File: src/rtl/run_ctrl.sv
// run_ctrl: core reset sequencing, run-cycle counting, halt/timeout
// detection and LED status drive for the board top level.
//
// Ports:
//   clk         in   system clock, rising edge
//   rst_pin     in   synchronous active-low reset
//   halt        in   core halt level
//   dbg_val     in   core debug value, shown on led while running
//   core_rst_n  out  active-low core reset, registered
//   running     out  high in RUN
//   done        out  high in DONE (sticky until reset)
//   timed_out   out  high in TIMEOUT (sticky until reset)
//   cycle_count out  RUN cycle counter
//   led         out  registered LED drive
module run_ctrl #(
    parameter int LED_W          = 8,
    parameter int RST_CYCLES     = 10,
    parameter int TIMEOUT_CYCLES = 500,
    parameter int BLINK_DIV      = 4,
    parameter int CNT_W          = 32
) (
    input  logic             clk,
    input  logic             rst_pin,
    input  logic             halt,
    input  logic [LED_W-1:0] dbg_val,
    output logic             core_rst_n,
    output logic             running,
    output logic             done,
    output logic             timed_out,
    output logic [CNT_W-1:0] cycle_count,
    output logic [LED_W-1:0] led
);

    localparam int HC_W = (RST_CYCLES > 1) ? $clog2(RST_CYCLES) : 1;
    localparam logic [HC_W-1:0] HOLD_LAST = HC_W'(RST_CYCLES - 1);
    localparam bit TO_EN = (TIMEOUT_CYCLES != 0);
    localparam logic [CNT_W-1:0] TO_LAST =
        CNT_W'(TO_EN ? TIMEOUT_CYCLES - 1 : 0);
    localparam logic [CNT_W-1:0] TO_VAL = CNT_W'(TIMEOUT_CYCLES);

    typedef enum logic [1:0] {
        S_HOLD,
        S_RUN,
        S_DONE,
        S_TIMEOUT
    } state_e;

    state_e               state_q, state_d;
    logic [HC_W-1:0]      hold_cnt_q, hold_cnt_d;
    logic [BLINK_DIV-1:0] blink_q, blink_d;
    logic                 crst_q, crst_d;
    logic [CNT_W-1:0]     cnt_q, cnt_d;
    logic [LED_W-1:0]     led_q, led_d;
    logic [LED_W-1:0]     cnt_led;

    // Counter value as shown on the LEDs (truncated or zero-extended).
    if (LED_W <= CNT_W) begin : g_led_trunc
        assign cnt_led = cnt_q[LED_W-1:0];
    end else begin : g_led_zext
        assign cnt_led = {{(LED_W-CNT_W){1'b0}}, cnt_q};
    end

    always_ff @(posedge clk) begin
        if (!rst_pin) begin
            state_q    <= S_HOLD;
            hold_cnt_q <= '0;
            blink_q    <= '0;
            crst_q     <= 1'b0;
            cnt_q      <= '0;
            led_q      <= '0;
        end else begin
            state_q    <= state_d;
            hold_cnt_q <= hold_cnt_d;
            blink_q    <= blink_d;
            crst_q     <= crst_d;
            cnt_q      <= cnt_d;
            led_q      <= led_d;
        end
    end

    always_comb begin
        state_d    = state_q;
        hold_cnt_d = hold_cnt_q;
        blink_d    = blink_q;
        crst_d     = crst_q;
        cnt_d      = cnt_q;
        led_d      = led_q;
        unique case (state_q)
            S_HOLD: begin
                hold_cnt_d = hold_cnt_q + HC_W'(1);
                crst_d     = 1'b0;
                led_d      = '0;
                if (hold_cnt_q == HOLD_LAST) begin
                    state_d = S_RUN;
                    crst_d  = 1'b1;
                    cnt_d   = '0;
                end
            end
            S_RUN: begin
                led_d = dbg_val;
                // Halt beats a coincident timeout; count is held.
                if (halt) begin
                    state_d = S_DONE;
                    led_d   = cnt_led;
                end else if (TO_EN && cnt_q == TO_LAST) begin
                    state_d = S_TIMEOUT;
                    crst_d  = 1'b0;
                    cnt_d   = TO_VAL;
                    led_d   = '1;
                    blink_d = '0;
                end else if (~&cnt_q) begin
                    cnt_d = cnt_q + CNT_W'(1);
                end
            end
            S_DONE: begin
                led_d = cnt_led;
            end
            S_TIMEOUT: begin
                blink_d = blink_q + BLINK_DIV'(1);
                if (&blink_q) begin
                    led_d = ~led_q;
                end
            end
            default: begin
                state_d = S_HOLD;
            end
        endcase
    end

    assign core_rst_n  = crst_q;
    assign running     = (state_q == S_RUN);
    assign done        = (state_q == S_DONE);
    assign timed_out   = (state_q == S_TIMEOUT);
    assign cycle_count = cnt_q;
    assign led         = led_q;

endmodule

File: config.mk
export PLATFORM = sky130hd
export DESIGN_NAME = run_ctrl
export DESIGN_NICKNAME = d
export VERILOG_FILES = /design/src/rtl/run_ctrl.sv
export SDC_FILE = /design/constraint.sdc
export NUM_CORES = 1
export LEC_CHECK = 0
export ABC_CLOCK_PERIOD_IN_PS = 2850
export CAP_MARGIN = 30
export CORE_MARGIN = 1
export CORE_UTILIZATION = 47
export DETAILED_ROUTE_END_ITERATION = 16
export DONT_BUFFER_PORTS = 1
export PLACE_DENSITY = 0.69
export SLEW_MARGIN = 20
export SYNTH_ARGS = -nofsm -noshare
export SYNTH_HDL_FRONTEND = slang
export SYNTH_SLANG_ARGS = --single-unit
File: constraint.sdc
create_clock -name clk -period 2.85 [get_ports clk]
set_input_delay 0.285 -clock clk [delete_from_list [all_inputs] [get_ports clk]]
set_output_delay 0.285 -clock clk [all_outputs]
set_load 0.02 [all_outputs]
Yosys cells after proc, flatten, opt, wreduce, memory -nomap -nowiden. Index checks and enable logic that the tools add are counted.

Register bits after elaboration: 51. Bits in latches: 0. Bits in writable memories: 0. Memory bits (read-only): 0. Bits of input ports: 11. Output and inout port bits: 44. Logic and storage cells: 50. Memories: 0.

Add/subtract/negate cells: 3. Multiply operators: 0. Div/mod/pow operators: 0. $lt $le $gt $ge: 0. Eq/ne operators: 11. Shift-type cells: 0. Muxes and demuxes: 20. Bitwise operators: 1. Reductions and logical operators: 9.

Operators with widths (count): two-way mux 32 bit (4); one-hot mux 32 bit (2 select lines) (1); adder 32 x 1 -> 32 bit, second input constant (1); equality test 32 x 9 -> 1 bit, second input constant (1); one-hot mux 8 bit (4 select lines) (1); AND reduction 32 bit (1); two-way mux 8 bit (3); AND reduction 3 bit (3); adder 4 x 1 -> 4 bit, second input constant (2); two-way mux 4 bit (2); inverter 8 bit (1); one-hot mux 4 bit (2 select lines) (1); AND reduction 4 bit (2); two-way mux 2 bit (3); equality test 2 bit, second input constant (2); equality test 4 bit, second input constant (1); != test 2 x 1 -> 1 bit, second input constant (2); != test 2 bit, second input constant (2); one-hot mux 2 bit (2 select lines) (1); nonzero test 2 bit (2); two-way mux 1 bit (3); != test 3 x 2 -> 1 bit, second input constant (1); != test 3 bit, second input constant (1); equality test 2 x 1 -> 1 bit, second input constant (1); 2 further kinds (2).

Logic depth before layout (Yosys ltp). Gate-level depths: netlist (run 1).

Depth after elaboration: 5. Depth in mapped cells: 9. Depth with buffers taken out: 7.

Least setup slack after synthesis (run 1). OpenSTA, ideal clock, no wires.

Kind: register -> register. From: register cnt_q[0] (netlist: cycle_count[0]). To: register cnt_q[5] (netlist: cycle_count[5]). Setup time: 0.122 ns. Data arrival time: 2.429 ns. Required time: 2.728 ns. Slack: 0.299 ns. Stages on the path, launching flop included: 9. Buffers on the path: 2. Period minus slack after synthesis: 2.551 ns. Path through: dfxtp_1 ha_1 nand3_1 or4_4 buf_6 or3_1 buf_6 a41o_1 o311a_1.

Longest elaborated chain between the ends: 5. Elaborated cells between the ends (all ways): 9. Those cells by class: add/sub: 1; eq/ne: 2; mux: 4; reduce/logical: 2.

RTL lines: start: declaration (RTL line 52) `logic [CNT_W-1:0] cnt_q, cnt_d;`; start signal: assignment (RTL line 76) `cnt_q <= cnt_d;`; adder 32 x 1 -> 32 bit (RTL line 112) `cnt_d = cnt_q + CNT_W'(1);`; two-way mux 32 bit (RTL line 111) `end else if (~&cnt_q) begin`; two-way mux 32 bit (RTL line 105) `end else if (TO_EN && cnt_q == TO_LAST) begin`; two-way mux 32 bit (RTL line 102) `if (halt) begin`; one-hot mux 32 bit (2 select lines) (RTL line 88) `unique case (state_q)`.

Several ways; a longest one is shown, not always the timed one. The select of a mux whose other input is x is not followed. A chain may end at the register's enable or synchronous reset.

Worst setup path in the final report (run 1).
From: register cnt_q[7] (netlist: cycle_count[7]). To: register cnt_q[5] (netlist: cycle_count[5]).

Longest elaborated chain between the ends: 4. Elaborated cells between the ends (all ways): 7. Those cells by class: eq/ne: 2; mux: 3; reduce/logical: 2.

RTL lines (RTL line): equality test 32 x 9 -> 1 bit (105); two-way mux 32 bit (105); two-way mux 32 bit (102); one-hot mux 32 bit (2 select lines) (88).

Several ways; a longest one is shown, not always the timed one. The select of a mux whose other input is x is not followed.

==> results of run 1 <==
[how the worst max path moves through the flow]
stage	end	from	slack, ns	depth (start not counted)
floorplan	cycle_count[5]	cycle_count[0]	0.30	8
finish	cycle_count[5]	cycle_count[7]	0.35	5
CTS	cycle_count[5]	cycle_count[14]	0.36	5
global route	cycle_count[5]	cycle_count[7]	0.26	5
global placement	cycle_count[5]	cycle_count[7]	0.44	5
detailed placement	cycle_count[5]	cycle_count[14]	0.37	5
[per-layer routing]
metal	share of wire [%]	global-route usage, %	vias up
met5	0	0	-
met4	0.66	7.09	0
met3	7.7	5.93	4
met2	46	38.5	113
met1	46	32.1	1413
li1	-	-	1433
[power by group]
part | switching [W] | internal, W | total [W]
clock network | 0.000239 | 0.000222 | 0.000462
logic | 0.0000151 | 0.0000156 | 0.0000307
registers | 0.00000405 | 0.000716 | 0.000720
total | 0.000258 | 0.000954 | 0.00121
[worst register-to-register path: cells and delay by family, from the launching register on]
family           cells  cell delay, ns
AO/OA/AOI/OAI        2            0.40
flip-flops           1            0.62
AND/OR/NAND/NOR      3            1.37
[Yosys cell counts, types with 3 or more instances]
| cell type | n | area share [%] |
|---|---|---|
| sky130_fd_sc_hd__nor4_1 | 7 | 1.4 |
| sky130_fd_sc_hd__nand3_1 | 15 | 2.4 |
| sky130_fd_sc_hd__o21ai_0 | 26 | 4.2 |
| sky130_fd_sc_hd__a21oi_1 | 23 | 3.7 |
| sky130_fd_sc_hd__a21oi_2 | 6 | 1.7 |
| sky130_fd_sc_hd__nor2_1 | 10 | 1.2 |
| sky130_fd_sc_hd__inv_1 | 6 | 0.72 |
| sky130_fd_sc_hd__nand4_1 | 16 | 3.2 |
| sky130_fd_sc_hd__nor2b_1 | 3 | 0.60 |
| sky130_fd_sc_hd__dfxtp_1 | 51 | 33 |
| sky130_fd_sc_hd__o21ai_1 | 4 | 0.64 |
| sky130_fd_sc_hd__o31ai_1 | 13 | 3.1 |
| sky130_fd_sc_hd__ha_1 | 4 | 1.6 |
| sky130_fd_sc_hd__xnor2_1 | 3 | 0.84 |
| sky130_fd_sc_hd__o21bai_1 | 3 | 0.72 |
| sky130_fd_sc_hd__clkbuf_1 | 10 | 1.2 |
| sky130_fd_sc_hd__and3_1 | 6 | 1.2 |
| sky130_fd_sc_hd__and2_1 | 7 | 1.4 |
| sky130_fd_sc_hd__or3_1 | 4 | 0.80 |
| sky130_fd_sc_hd__o211ai_1 | 8 | 1.9 |
| sky130_fd_sc_hd__nor3_1 | 7 | 1.1 |
| sky130_fd_sc_hd__a211oi_1 | 3 | 0.72 |
| sky130_fd_sc_hd__o2111ai_1 | 3 | 0.84 |
| sky130_fd_sc_hd__buf_4 | 3 | 0.72 |
| sky130_fd_sc_hd__or4_1 | 13 | 3.1 |
| sky130_fd_sc_hd__a31oi_1 | 4 | 0.80 |
| sky130_fd_sc_hd__buf_2 | 3 | 0.48 |
| sky130_fd_sc_hd__nand2_1 | 48 | 5.8 |
| sky130_fd_sc_hd__buf_6 | 9 | 3.3 |
| sky130_fd_sc_hd__mux2i_1 | 9 | 2.9 |
[layout make-up]
type / instances / area (um2) / share of cell area (%)
multi-input cells: 290 / 1880 / 56.7
flip-flops and latches: 51 / 1020 / 30.8
repair buffers: 26 / 195 / 5.89
clock buffers: 8 / 100 / 3.02
well taps: 77 / 96.3 / 2.91
inverters: 6 / 22.5 / 0.680
[flip-flops by register name, indices dropped and copies added (netlist names)]
register and flops:
cycle_count 32, led 8, blink_q 4, hold_cnt_q 4
state_q 2, core_rst_n 1
[cells by family after synthesis]
group | after synthesis
multiplexers | 9
buffers and inverters | 34
adder cells (fa/ha/maj) | 4
flip-flops | 51
XOR/XNOR | 5
AO/OA/AOI/OAI | 113
AND/OR/NAND/NOR | 159
[stage by stage]
stage | instance area [um2] | hold slack [ns] | worst slack (ns) | cells
2_1_floorplan | 3120 | 0.447 | 0.299 | 375
3_3_place_gp | 3210 | 0.412 | 0.436 | 450
3_5_place_dp | 3210 | 0.415 | 0.372 | 450
4_1_cts | 3310 | 0.0907 | 0.364 | 458
5_1_grt | 3310 | 0.0993 | 0.257 | 458
6_report | 3310 | 0.101 | 0.353 | 458
==> metrics.txt, run 1 <==
number of buffers added to fix hold violations after cts=0; Max Fclk=400 MHz; data arrival time of the critical path=2.69 ns; ratio of cells with drive above 1 in the final layout=15.5%; post-synthesis share of cell area spent on full adders, half adders and majority gates=1.61%; result of the run=finished, final reports clean; number of filler instances in the final layout=596; P&R area growth vs syn=6.22%; Crit path buffers/inverters=0; count of instances resized after the clock tree is built=0; top flip-flop cell by instance count after synthesis=sky130_fd_sc_hd__dfxtp_1; post-route core utilization=51.9%; initial cell density of the core=48.8%; Crit path required time=3.04 ns; clock tree from TritonCTS=built; number of unique standard cell types used by synthesis=67; FF-to-FF Start=cycle_count[7]; number of H-tree branching levels=2; Synth Net Count=390; number of enable-type register cells in the synthesized netlist=0; area of the core=0.00639 mm2; area fraction in and, or, nand and nor cells after synthesis=29.9%; hold violation count in the final report=0; Final Routed Wirelength=8.13 mm; routed vias=2963; final setup vio count=0; VDD IR max=0.192 mV; Mapped Avg Cell Area=8.31 um2; period utilisation layout=87.6%; Max-Cap Viols=0; crit path launch type=flip-flop; overall routing resource usage=24.0%; site row count=29; Layout Skew=0.00447 ns; largest driver fanout on the critical path=7; cell depth of the worst flop-to-flop path=5; pin count of the biggest net entering global routing=27; xor and xnor fraction of the mapped netlist area=1.40%; die outline width=83.5 um; total power consumption of the routed design=0.00121 W; initial antenna violation count=0; Total Nets Final=395; synthesized-area fraction occupied by ao, oa, aoi and oai cells=24.2%; violation count after the first detailed-route iteration=219; post-CTS setup repair buffer count=0; commonest non-fill, non-tap cell in the layout=sky130_fd_sc_hd__dfxtp_1; critical path's top delay family=simple AND/OR/NAND/NOR gates; Num CTS Buffers=5; number of design rule violations left after detail routing=0; Synth warnings=0; DR vias/cell=6.47; P per Cell Area=366 mW/mm2; RR Endpoint=cycle_count[5]; number of max-slew violations in the final report=0; WL/cell=17.8 um; wire length of the first global-routing pass=13.7 mm; Antenna diodes=0; register-to-register setup slack=0.35 ns; Longest Clk Path Bufs=2; launch instance of the worst min-delay path=rst_pin; number of cells traversed by the worst hold path=1; delay of the slowest critical-path stage=0.63 ns; P_leak=1.16 nW; startpoint-to-endpoint class of the critical path=flip-flop to flip-flop; post-route setup TNS=0 ns; post-detailed-placement half-perimeter wirelength=5.83 mm; multiplexer fraction of the synthesized cell area=2.89%; class of the worst hold path=primary input to flip-flop; clock-pin slew on the worst setup and hold paths=0.09 ns; root buffer cell=sky130_fd_sc_hd__clkbuf_8; cells after synthesis=375; time the worst path needs with I/O delays and setup=2.50 ns; die span in y=83.5 um; Syn Std Cell Area=0.00312 mm2; Port Buf Inserts=0; CTS sink cnt=51; transition at the pin with the smallest max-transition slack=0.630 ns; global placer's final weighted congestion=0.851; highest-count cells in the layout ignoring fill and taps=sky130_fd_sc_hd__dfxtp_1, sky130_fd_sc_hd__nand2_1, sky130_fd_sc_hd__o21ai_0, sky130_fd_sc_hd__buf_4, sky130_fd_sc_hd__a21oi_1; slowest stage cell on the critical path=sky130_fd_sc_hd__or4_4; Congestion Overflow GR=0; register area share after synthesis=32.7%; Routed Antenna Nets=0; cells along the critical path=nand4_4 -> or4_4 -> or3_1 -> a41o_1 -> o311a_1; total iterations of the first detailed-routing run=5; Synth async-reset ratio=0%; endpoint with the worst hold slack=hold_cnt_q[0]; die area=0.00696 mm2; max_slew headroom=57.6%; via count of the first global-routing pass=2706; largest family of logic cells by synthesized area=simple AND/OR/NAND/NOR gates; clock latency of the later-clocked register in the worst-skew pair=0.30 ns; top-level port count=55; post-synthesis register bit count=51; setup repair after global routing missed its margin=no; type of element capturing the critical path=flip-flop
Power figures use the tool's default switching activity.
==> run 2: changes to the inputs <==
--- a/config.mk
+++ b/config.mk
@@ -5,6 +5,7 @@
 export SDC_FILE = /design/constraint.sdc
 export NUM_CORES = 1
 export LEC_CHECK = 0
+export ABC_AREA = 1
 export ABC_CLOCK_PERIOD_IN_PS = 2850
 export CAP_MARGIN = 30
 export CORE_MARGIN = 1
==> run 2 against run 1 <==
  * First-iteration DRC count did not move
  * Global-route usage up 3.7 points
  * Cell count rose by 48%
  * Die area increased by 8.8%
  * Critical path depth up 4
  * Hold slack worse by 0.020 ns
  * Setup slack better by 0.11 ns
  * Core utilization increased by 0.64 points
  * Area after synthesis up 9.1%
  * Clock skew is 0.0052 ns higher
  * Highest routed layer unchanged
==> metrics.txt, run 2 <==
result of the run=finished, final reports clean (unchanged); Max-Cap Viols=0 (unchanged); die span in y=87.1 um (was 83.5 um); slowest stage cell on the critical path=sky130_fd_sc_hd__dfxtp_1 (was sky130_fd_sc_hd__or4_4); pin count of the biggest net entering global routing=47 (was 27); Commonest cells post-synth=sky130_fd_sc_hd__nand2_1, sky130_fd_sc_hd__nor2_1, sky130_fd_sc_hd__nand3_1, sky130_fd_sc_hd__a21oi_1, sky130_fd_sc_hd__dfxtp_1 (was sky130_fd_sc_hd__dfxtp_1, sky130_fd_sc_hd__nand2_1, sky130_fd_sc_hd__o21ai_0, sky130_fd_sc_hd__a21oi_1, sky130_fd_sc_hd__nand4_1); Syn Std Cell Area=0.00340 mm2 (was 0.00312 mm2); delay of the slowest critical-path stage=0.61 ns (was 0.63 ns); number of design rule violations left after detail routing=0 (unchanged); global placer's final weighted congestion=0.954 (was 0.851); total power consumption of the routed design=0.00122 W (was 0.00121 W); violation count after the first detailed-route iteration=219 (unchanged); site row count=30 (was 29); post-route core utilization=52.5% (was 51.9%); cells after synthesis=579 (was 375); register area share after synthesis=30.0% (was 32.7%); hold violation count in the final report=0 (unchanged); area of the core=0.00691 mm2 (was 0.00639 mm2); cells along the critical path=nand2_1 -> nor2_2 -> nand2_2 -> nor2_4 -> nand3b_2 -> nand2_4 -> nand2_4 -> nand2_1 -> a21oi_1 (was nand4_4 -> or4_4 -> or3_1 -> a41o_1 -> o311a_1); period utilisation layout=83.7% (was 87.6%); largest driver fanout on the critical path=32 (was 7); routed vias=3583 (was 2963); post-detailed-placement half-perimeter wirelength=7.22 mm (was 5.83 mm); total iterations of the first detailed-routing run=4 (was 5); startpoint-to-endpoint class of the critical path=flip-flop to flip-flop (unchanged); Largest register FFs=32 (unchanged); number of cells traversed by the worst hold path=2 (was 1); worst path setup slack after routing=0.465 ns (was 0.353 ns); Total Nets Final=598 (was 395); root buffer cell=sky130_fd_sc_hd__clkbuf_8 (unchanged); via count of the first global-routing pass=3369 (was 2706); critical path's top delay family=simple AND/OR/NAND/NOR gates (unchanged); time the worst path needs with I/O delays and setup=2.38 ns (was 2.50 ns); cell types occupying the most area after synthesis=sky130_fd_sc_hd__dfxtp_1, sky130_fd_sc_hd__nand2_1, sky130_fd_sc_hd__nor2_1 (was sky130_fd_sc_hd__dfxtp_1, sky130_fd_sc_hd__nand2_1, sky130_fd_sc_hd__o21ai_0); die outline width=87.1 um (was 83.5 um); commonest non-fill, non-tap cell in the layout=sky130_fd_sc_hd__nand2_1 (was sky130_fd_sc_hd__dfxtp_1); post-route setup TNS=0 ns (unchanged); highest-count cells in the layout ignoring fill and taps=sky130_fd_sc_hd__nand2_1, sky130_fd_sc_hd__nor2_1, sky130_fd_sc_hd__nand3_1 (was sky130_fd_sc_hd__dfxtp_1, sky130_fd_sc_hd__nand2_1, sky130_fd_sc_hd__o21ai_0, sky130_fd_sc_hd__buf_4, sky130_fd_sc_hd__a21oi_1); count of instances resized after the clock tree is built=0 (unchanged); clock tree from TritonCTS=built (unchanged); Crit path required time=3.01 ns (was 3.04 ns); Synth Net Count=594 (was 390); Routed Antenna Nets=0 (unchanged); Final Routed Wirelength=9.76 mm (was 8.13 mm); Synth async-reset ratio=0% (unchanged); pre-CTS setup slack=0.520 ns (was 0.372 ns); class of the worst hold path=primary input to flip-flop (unchanged); top-area cell type share of the netlist area=30.0% (was 32.7%); die area=0.00758 mm2 (was 0.00696 mm2); Port Buf Inserts=0 (unchanged); Crit path buffers/inverters=0 (unchanged); clock latency of the later-clocked register in the worst-skew pair=0.31 ns (was 0.30 ns); Max Fclk=419 MHz (was 400 MHz); Synth warnings=0 (unchanged); number of H-tree branching levels=2 (unchanged); WL/cell=14.4 um (was 17.8 um); final instance area=0.00363 mm2 (was 0.00331 mm2); P_leak=1.29 nW (was 1.16 nW); initial antenna violation count=0 (unchanged); max_slew headroom=45.3% (was 57.6%); clock-pin slew on the worst setup and hold paths=0.10 ns (was 0.09 ns); stages on the worst setup path=9 (was 5); setup repair after global routing missed its margin=no (unchanged); cell taking the most area after synthesis=sky130_fd_sc_hd__dfxtp_1 (unchanged); P&R area growth vs syn=6.62% (was 6.22%); number of enable-type register cells in the synthesized netlist=0 (unchanged); VDD IR max=0.249 mV (was 0.192 mV); number of buffers added to fix hold violations after cts=0 (unchanged); wire length of the first global-routing pass=16.4 mm (was 13.7 mm); cell depth of the worst flop-to-flop path=9 (was 5); post-synthesis register bit count=51 (unchanged); overall routing resource usage=27.7% (was 24.0%); DR vias/cell=5.27 (was 6.47); Longest Clk Path Bufs=2 (unchanged); Layout Skew=0.00964 ns (was 0.00447 ns); Num CTS Buffers=5 (unchanged); Antenna diodes=0 (unchanged); Congestion Overflow GR=0 (unchanged); data arrival time of the critical path=2.55 ns (was 2.69 ns); ratio of cells with drive above 1 in the final layout=7.71% (was 15.5%); dpl cell area=0.00353 mm2 (was 0.00321 mm2); CTS sink cnt=51 (unchanged); post-CTS setup repair buffer count=0 (unchanged); P per Cell Area=335 mW/mm2 (was 366 mW/mm2); Mapped Avg Cell Area=5.87 um2 (was 8.31 um2); number of max-slew violations in the final report=0 (unchanged); number of unique standard cell types used by synthesis=30 (was 67); transition at the pin with the smallest max-transition slack=0.819 ns (was 0.630 ns); top flip-flop cell by instance count after synthesis=sky130_fd_sc_hd__dfxtp_1 (unchanged); crit path launch type=flip-flop (unchanged); final setup vio count=0 (unchanged); initial cell density of the core=49.2% (was 48.8%); type of element capturing the critical path=flip-flop (unchanged); most repeated cell in the gate-level netlist after synthesis=sky130_fd_sc_hd__nand2_1 (was sky130_fd_sc_hd__dfxtp_1); top-level port count=55 (unchanged)
## run 2: cell type report
cell class	instances	area, um2
fillers	730	3280
clock buffers	6	82.6
repair buffers	15	113
clock inverters	2	16.3
multi-input cells	462	2090
flip-flops and latches	51	1020
inverters	48	180
well taps	96	120
## run 2: logic make-up after synthesis
logic type                 share of synthesized area [%]
DFF                                                 30.0
buffers and inverters                               8.43
AOI/OAI and AO/OA                                   10.2
and+or+nand+nor                                     47.4
xor gates and xnor gates                            2.58
adders and majority gates                           1.47
## run 2: stage by stage
step | std cells | hold WS (ns)
floorplan | 579 | 0.405
global placement | 672 | 0.411
detailed placement | 672 | 0.414
CTS | 680 | 0.0772
global route | 680 | 0.0753
finish | 680 | 0.0802
## run 2: power breakdown
| part | leakage, nW | internal, W | switching, W |
|---|---|---|---|
| sequential | 0.411 | 0.000717 | 0.00000609 |
| combinational | 0.833 | 0.00000821 | 0.0000253 |
| clock | 0.0474 | 0.000199 | 0.000260 |
| total | 1.29 | 0.000924 | 0.000291 |
## run 2: worst paths after layout
kind | from | endpoint | slack (ns)
max reg2reg | cycle_count[6] | cycle_count[19] | 0.47
min | rst_pin | cycle_count[6] | 0.08
max | cycle_count[6] | cycle_count[19] | 0.47
min reg2reg | blink_q[3] | blink_q[3] | 0.51
## run 2: metal layers
layer  GRT usage (%)  part of all wire (%)
met1            35.9                    45
met2            46.9                    47
met3            4.93                   6.8
met4            7.88                   1.6
met5               0                     0
